<file path="src/rtl/seq_mul32_if.sv">
// Request/response bundle for the sequential Booth multiplier.
// Master issues operands and start; slave reports busy, done and the product.
interface seq_mul32_if;
    logic        start;
    logic [31:0] RegA;
    logic [31:0] RegB;
    logic        busy;
    logic        done;
    logic [63:0] Z;

    modport master (
        output start,
        output RegA,
        output RegB,
        input  busy,
        input  done,
        input  Z
    );

    modport slave (
        input  start,
        input  RegA,
        input  RegB,
        output busy,
        output done,
        output Z
    );
endinterface

</file>
<file path="src/rtl/seq_mul32.sv">
// 32x32 signed radix-2 Booth multiplier, one Booth step per clock.
// Fixed 32-step latency; Z is registered and only updated on completion.
module seq_mul32 (
    input  logic         clk,
    input  logic         clr,
    seq_mul32_if.slave   bus
);

    typedef enum logic [0:0] {StIdle, StRun} state_e;

    state_e      state_q, state_d;
    logic [32:0] a_q, a_d;
    logic [31:0] q_q, q_d;
    logic [32:0] m_q, m_d;
    logic        q1_q, q1_d;
    logic [4:0]  cnt_q, cnt_d;
    logic [63:0] z_q, z_d;
    logic        done_q, done_d;

    // One Booth step: conditional add/subtract, then arithmetic shift of {A,Q,q_1}.
    logic [32:0] sum;
    logic [32:0] a_sh;
    logic [31:0] q_sh;
    logic        q1_sh;

    always_comb begin
        sum = a_q;
        unique case ({q_q[0], q1_q})
            2'b01:   sum = a_q + m_q;
            2'b10:   sum = a_q - m_q;
            default: sum = a_q;
        endcase
        a_sh  = {sum[32], sum[32:1]};
        q_sh  = {sum[0], q_q[31:1]};
        q1_sh = q_q[0];
    end

    always_comb begin
        state_d = state_q;
        a_d     = a_q;
        q_d     = q_q;
        m_d     = m_q;
        q1_d    = q1_q;
        cnt_d   = cnt_q;
        z_d     = z_q;
        done_d  = 1'b0;

        unique case (state_q)
            StIdle: begin
                if (bus.start) begin
                    m_d     = {bus.RegA[31], bus.RegA};
                    q_d     = bus.RegB;
                    a_d     = 33'd0;
                    q1_d    = 1'b0;
                    cnt_d   = 5'd0;
                    state_d = StRun;
                end
            end
            StRun: begin
                a_d   = a_sh;
                q_d   = q_sh;
                q1_d  = q1_sh;
                cnt_d = cnt_q + 5'd1;
                if (cnt_q == 5'd31) begin
                    // A is sign-extended by one bit, so the low 64 bits are the exact product.
                    z_d     = {a_sh[31:0], q_sh};
                    done_d  = 1'b1;
                    state_d = StIdle;
                end
            end
            default: state_d = StIdle;
        endcase
    end

    always_ff @(posedge clk) begin
        if (clr) begin
            state_q <= StIdle;
            a_q     <= 33'd0;
            q_q     <= 32'd0;
            m_q     <= 33'd0;
            q1_q    <= 1'b0;
            cnt_q   <= 5'd0;
            z_q     <= 64'd0;
            done_q  <= 1'b0;
        end else begin
            state_q <= state_d;
            a_q     <= a_d;
            q_q     <= q_d;
            m_q     <= m_d;
            q1_q    <= q1_d;
            cnt_q   <= cnt_d;
            z_q     <= z_d;
            done_q  <= done_d;
        end
    end

    assign bus.busy = (state_q == StRun);
    assign bus.done = done_q;
    assign bus.Z    = z_q;

endmodule
</file>
<file path="src/flat_wrapper.sv">
// flat-port wrapper written by rule: the top's interface ports become plain ports
module seq_mul32_flat 
  (clk, clr, bus_start, bus_RegA, bus_RegB, bus_busy, bus_done, bus_Z);
  seq_mul32_if bus_i ();
  input  logic clk;
  input  logic clr;
  input wire logic [$bits(bus_i.start)-1:0] bus_start;
  input wire logic [$bits(bus_i.RegA)-1:0] bus_RegA;
  input wire logic [$bits(bus_i.RegB)-1:0] bus_RegB;
  output wire logic [$bits(bus_i.busy)-1:0] bus_busy;
  output wire logic [$bits(bus_i.done)-1:0] bus_done;
  output wire logic [$bits(bus_i.Z)-1:0] bus_Z;
  assign bus_i.start = bus_start;
  assign bus_i.RegA = bus_RegA;
  assign bus_i.RegB = bus_RegB;
  assign bus_busy = bus_i.busy;
  assign bus_done = bus_i.done;
  assign bus_Z = bus_i.Z;
  seq_mul32 u_core (.clk(clk), .clr(clr), .bus(bus_i));
endmodule
</file>
<file path="config.mk">
export PLATFORM = sky130hd
export DESIGN_NAME = seq_mul32_flat
export DESIGN_NICKNAME = d
export VERILOG_FILES = /design/src/rtl/seq_mul32_if.sv /design/src/rtl/seq_mul32.sv /design/src/flat_wrapper.sv
export SDC_FILE = /design/constraint.sdc
export NUM_CORES = 1
export LEC_CHECK = 0
export CORE_MARGIN = 4
export CORE_UTILIZATION = 55
export CTS_CLUSTER_DIAMETER = 30
export DETAILED_ROUTE_END_ITERATION = 16
export PLACE_DENSITY = 0.88
export RECOVER_POWER = 25
export SLEW_MARGIN = 10
export SYNTH_ARGS = -nofsm -noshare
export SYNTH_HDL_FRONTEND = slang
export SYNTH_SLANG_ARGS = --single-unit
</file>
<file path="constraint.sdc">
create_clock -name clk -period 8.1 [get_ports clk]
set_clock_uncertainty 0.2 [all_clocks]
set_input_delay 1.62 -clock clk [delete_from_list [all_inputs] [get_ports clk]]
set_output_delay 1.62 -clock clk [all_outputs]
set_load 0.05 [all_outputs]
</file>
==> flow_metrics.tcl <==
set metrics [dict create \
    power.switching_uw 692 \
    yosysSeqAreaShare_pct 38.0 \
    syn_avg_cell_area_um2 8.16 \
    arrival_ns 5.97 \
    final_common_cell "dfxtp_1" \
    status "finished, violations left" \
    layout-drive-gt1-share_pct 5.34 \
    tightestPinTransition_ns 4.58 \
    fmax_mhz 171 \
    coreArea_um2 15800 \
    grt_pass1_vias 7406 \
    startpoint "u_core.bus.busy" \
    min_period_over_period_pct 72.1 \
    crit_fanout 62 \
    fp.dieArea_um2 18200 \
    fp-row-count 46 \
    critPathMaxStageDelay_ns 1.87 \
    slew_viol_final 227 \
    r2r_end "u_core.bus.Z[49]" \
    first_iter_violations 785 \
    io_pins 133 \
    synthDistinctLibCells 68 \
    cts_resized 0 \
    gp_congestion 0.931 \
    yosys_register_bits 168 \
    final_nets 1271 \
    tritoncts "done" \
    synth-edff-count 0 \
    power.density_nw_per_um2 199 \
    crit_cells 4 \
    switching_share_pct 32.3 \
    dr_total_vias 8170 \
    start_util_pct 56.0 \
    cp-start-kind "register" \
    antennaDiodeCount 0 \
    finalSetupViolCount 0 \
    avgViaCountPerCell 5.85 \
    die_w_um 135 \
    clock-sinks 168 \
    p_clk_share_pct 38.2 \
    dr.pass1.iters 5 \
    rsz0062_at_grt "false" \
    endpoint_kind "register" \
    cts-buffers-inserted 17 \
    r2r_cells 4 \
    io_buffers 132 \
    syn-num-nets 1190 \
    drc 0 \
    leakage_uw 0.00430 \
    slowest_stage "clkbuf_1" \
    critPathBufInv 2 \
    cts_max_path_buffers 2 \
    stdcell_area_um2 10800 \
    async_reset_ff_share_pct 0 \
    netlist_instances 1086 \
    netlist_area_um2 8860 \
    period_minus_slack_ns 5.84 \
    slew_headroom_pct -205 \
    grt_pass1_wl_um 38500 \
    dieHeight_um 135 \
    place_inst 1364 \
    grt_max_degree 102 \
    postRouteAntennaNets 0 \
    criticalPathCategory "register to register" \
    cts_setup_buffers 0 \
    critical_path_required_ns 8.22 \
    area.growth.synth_to_final_pct 21.7 \
    antenna_found_initial 0 \
    grt_overflow 0 \
    cts_htree_levels 4 \
    seqPwrFrac_pct 41.4 \
    cp_top_family "buffers and inverters" \
    r2r_start "u_core.bus.busy" \
    cts-hold-fix-buffers 0 \
    cts_root_buffer "clkbuf_16" \
    reg2reg_slack_ns 2.26 \
    path_clk_slew_ns 0.07 \
    drt-total-wl_um 24000 \
    crit_path_frequent_cell "clkbuf_1" \
    wl_per_cell_um 17.2 \
    violations "capacitance limit, slew limit" \
    cp-endpoint "u_core.bus.Z[49]" \
    clock_latency_ns 0.44 \
    finalNonFillerCells 1396 \
    ys.flop_type "dfxtp_1" \
    layout_common_cells "167 x dfxtp_1, 151 x a21oi_1, 130 x clkdlybuf4s50_1" \
    max_cap_violations 4 \
    track_usage_pct 26.0 \
    dpl_cell_area_um2 10200 \
    combPwrFrac_pct 20.4 \
    dp_hpwl_um 16500 \
    hold_viol 0 \
    yosysWarnings 0 \
    hp-class "register to register" \
    peakVddDrop_uv 161 \
    p_int_uw 1450 \
    crit_chain "clkbuf_1 > a21oi_1 > clkbuf_1 > a22o_1" \
    setup_tns_ns 0 \
]
## worst register-to-register path, stage by stage (launching register included)
cell and delay [ns]:
dfxtp_4 0.75, clkbuf_1 1.88, a21oi_1 1.19, clkbuf_1 1.11, a22o_1 0.60
## cell usage after synthesis, types with 3 or more instances
master    number  area, µm²
a211oi_1      11       82.6
a21o_1        19        143
a21oi_1      151        756
a22o_1        51        447
a311oi_1       7       61.3
a31o_2         4       35.0
a31oi_1        6       37.5
a41oi_1        3       26.3
and2_1         7       43.8
and3_1        23        144
buf_1          4       15.0
clkbuf_1      71        267
dfxtp_1      168       3360
ha_1          36        450
inv_1         20       75.1
mux2_2         3       33.8
mux2i_1       37        370
nand2_1      123        462
nand2b_1      11       68.8
nand3_1       10       50.1
nand4_1       11       68.8
nor2_1       122        458
nor2b_1        5       31.3
nor3_1        18       90.1
nor4_1         5       31.3
o211ai_1       6       45.0
o21ai_0       45        225
o21bai_1       3       22.5
o31ai_1        3       22.5
or2_2          4       25.0
or3_1          3       18.8
xnor2_1       44        385
xor2_1        12        105
## flip-flops by register name, summed over array words and instances (netlist names)
name and count:
u_core.m_q 32, u_core.a_q 32, u_core.bus.busy 1, u_core.bus.Z 64, u_core.q1_q 1, u_core.bus.done 1
u_core.cnt_q 5, u_core.q_q 32
## power by group through the flow
stage / sequential [µW] / combinational (µW) / clock (µW)
floorplan: 890 / 320 / 0
global placement: 903 / 421 / 0
detailed placement: 904 / 426 / 0
CTS: 885 / 429 / 827
global route: 890 / 478 / 860
finish: 887 / 436 / 819
## layer usage
layer | GRT usage (%) | wire length [µm] | part of all wire [%]
met1 | 37.3 | 11400 | 47
met3 | 4.58 | 1290 | 5.4
met5 | 0 | 0 | 0
met4 | 6.84 | 425 | 1.8
met2 | 40.7 | 10900 | 45
## final cells by class
class	instances	area (µm²)
inverter	22	82.6
timing repair buffer	139	1350
tap	216	270
clock buffer	17	425
sequential	168	3370
clock inverter	15	171
fill	1259	5040
multi-input combinational	819	5120
## kinds of logic after synthesis
kind of cell | share of synthesized area (%)
AO/OA/AOI/OAI | 23.6
XOR/XNOR | 5.54
adder cells (fa/ha/maj) | 5.31
buffers and inverters | 4.32
flip-flops | 38.0
multiplexers | 4.82
AND/OR/NAND/NOR | 18.4
## through the flow
step	utilization, %	worst slack, ns	total power, µW	hold WS [ns]
2_1_floorplan	-	3.95	1210	0.257
3_3_place_gp	64.5	3.58	1320	0.234
3_5_place_dp	64.5	3.50	1330	0.246
4_1_cts	68.3	3.50	2140	0.262
5_1_grt	68.1	1.79	2230	0.285
6_report	68.1	2.26	2140	0.258
## worst min path at each step
stage	slack [ns]	to	cells after the start	from
floorplan	0.26	u_core.bus.Z[30]	1	u_core.q_q[31]
global placement	0.23	u_core.bus.Z[31]	2	u_core.bus.Z[31]
detailed placement	0.25	u_core.bus.Z[52]	2	u_core.bus.Z[52]
CTS	0.26	u_core.bus.Z[52]	2	u_core.bus.Z[52]
global route	0.28	u_core.bus.Z[55]	1	u_core.bus.Z[55]
finish	0.26	u_core.bus.Z[52]	2	u_core.bus.Z[52]
No activity file was read; power rests on OpenSTA's default activity.
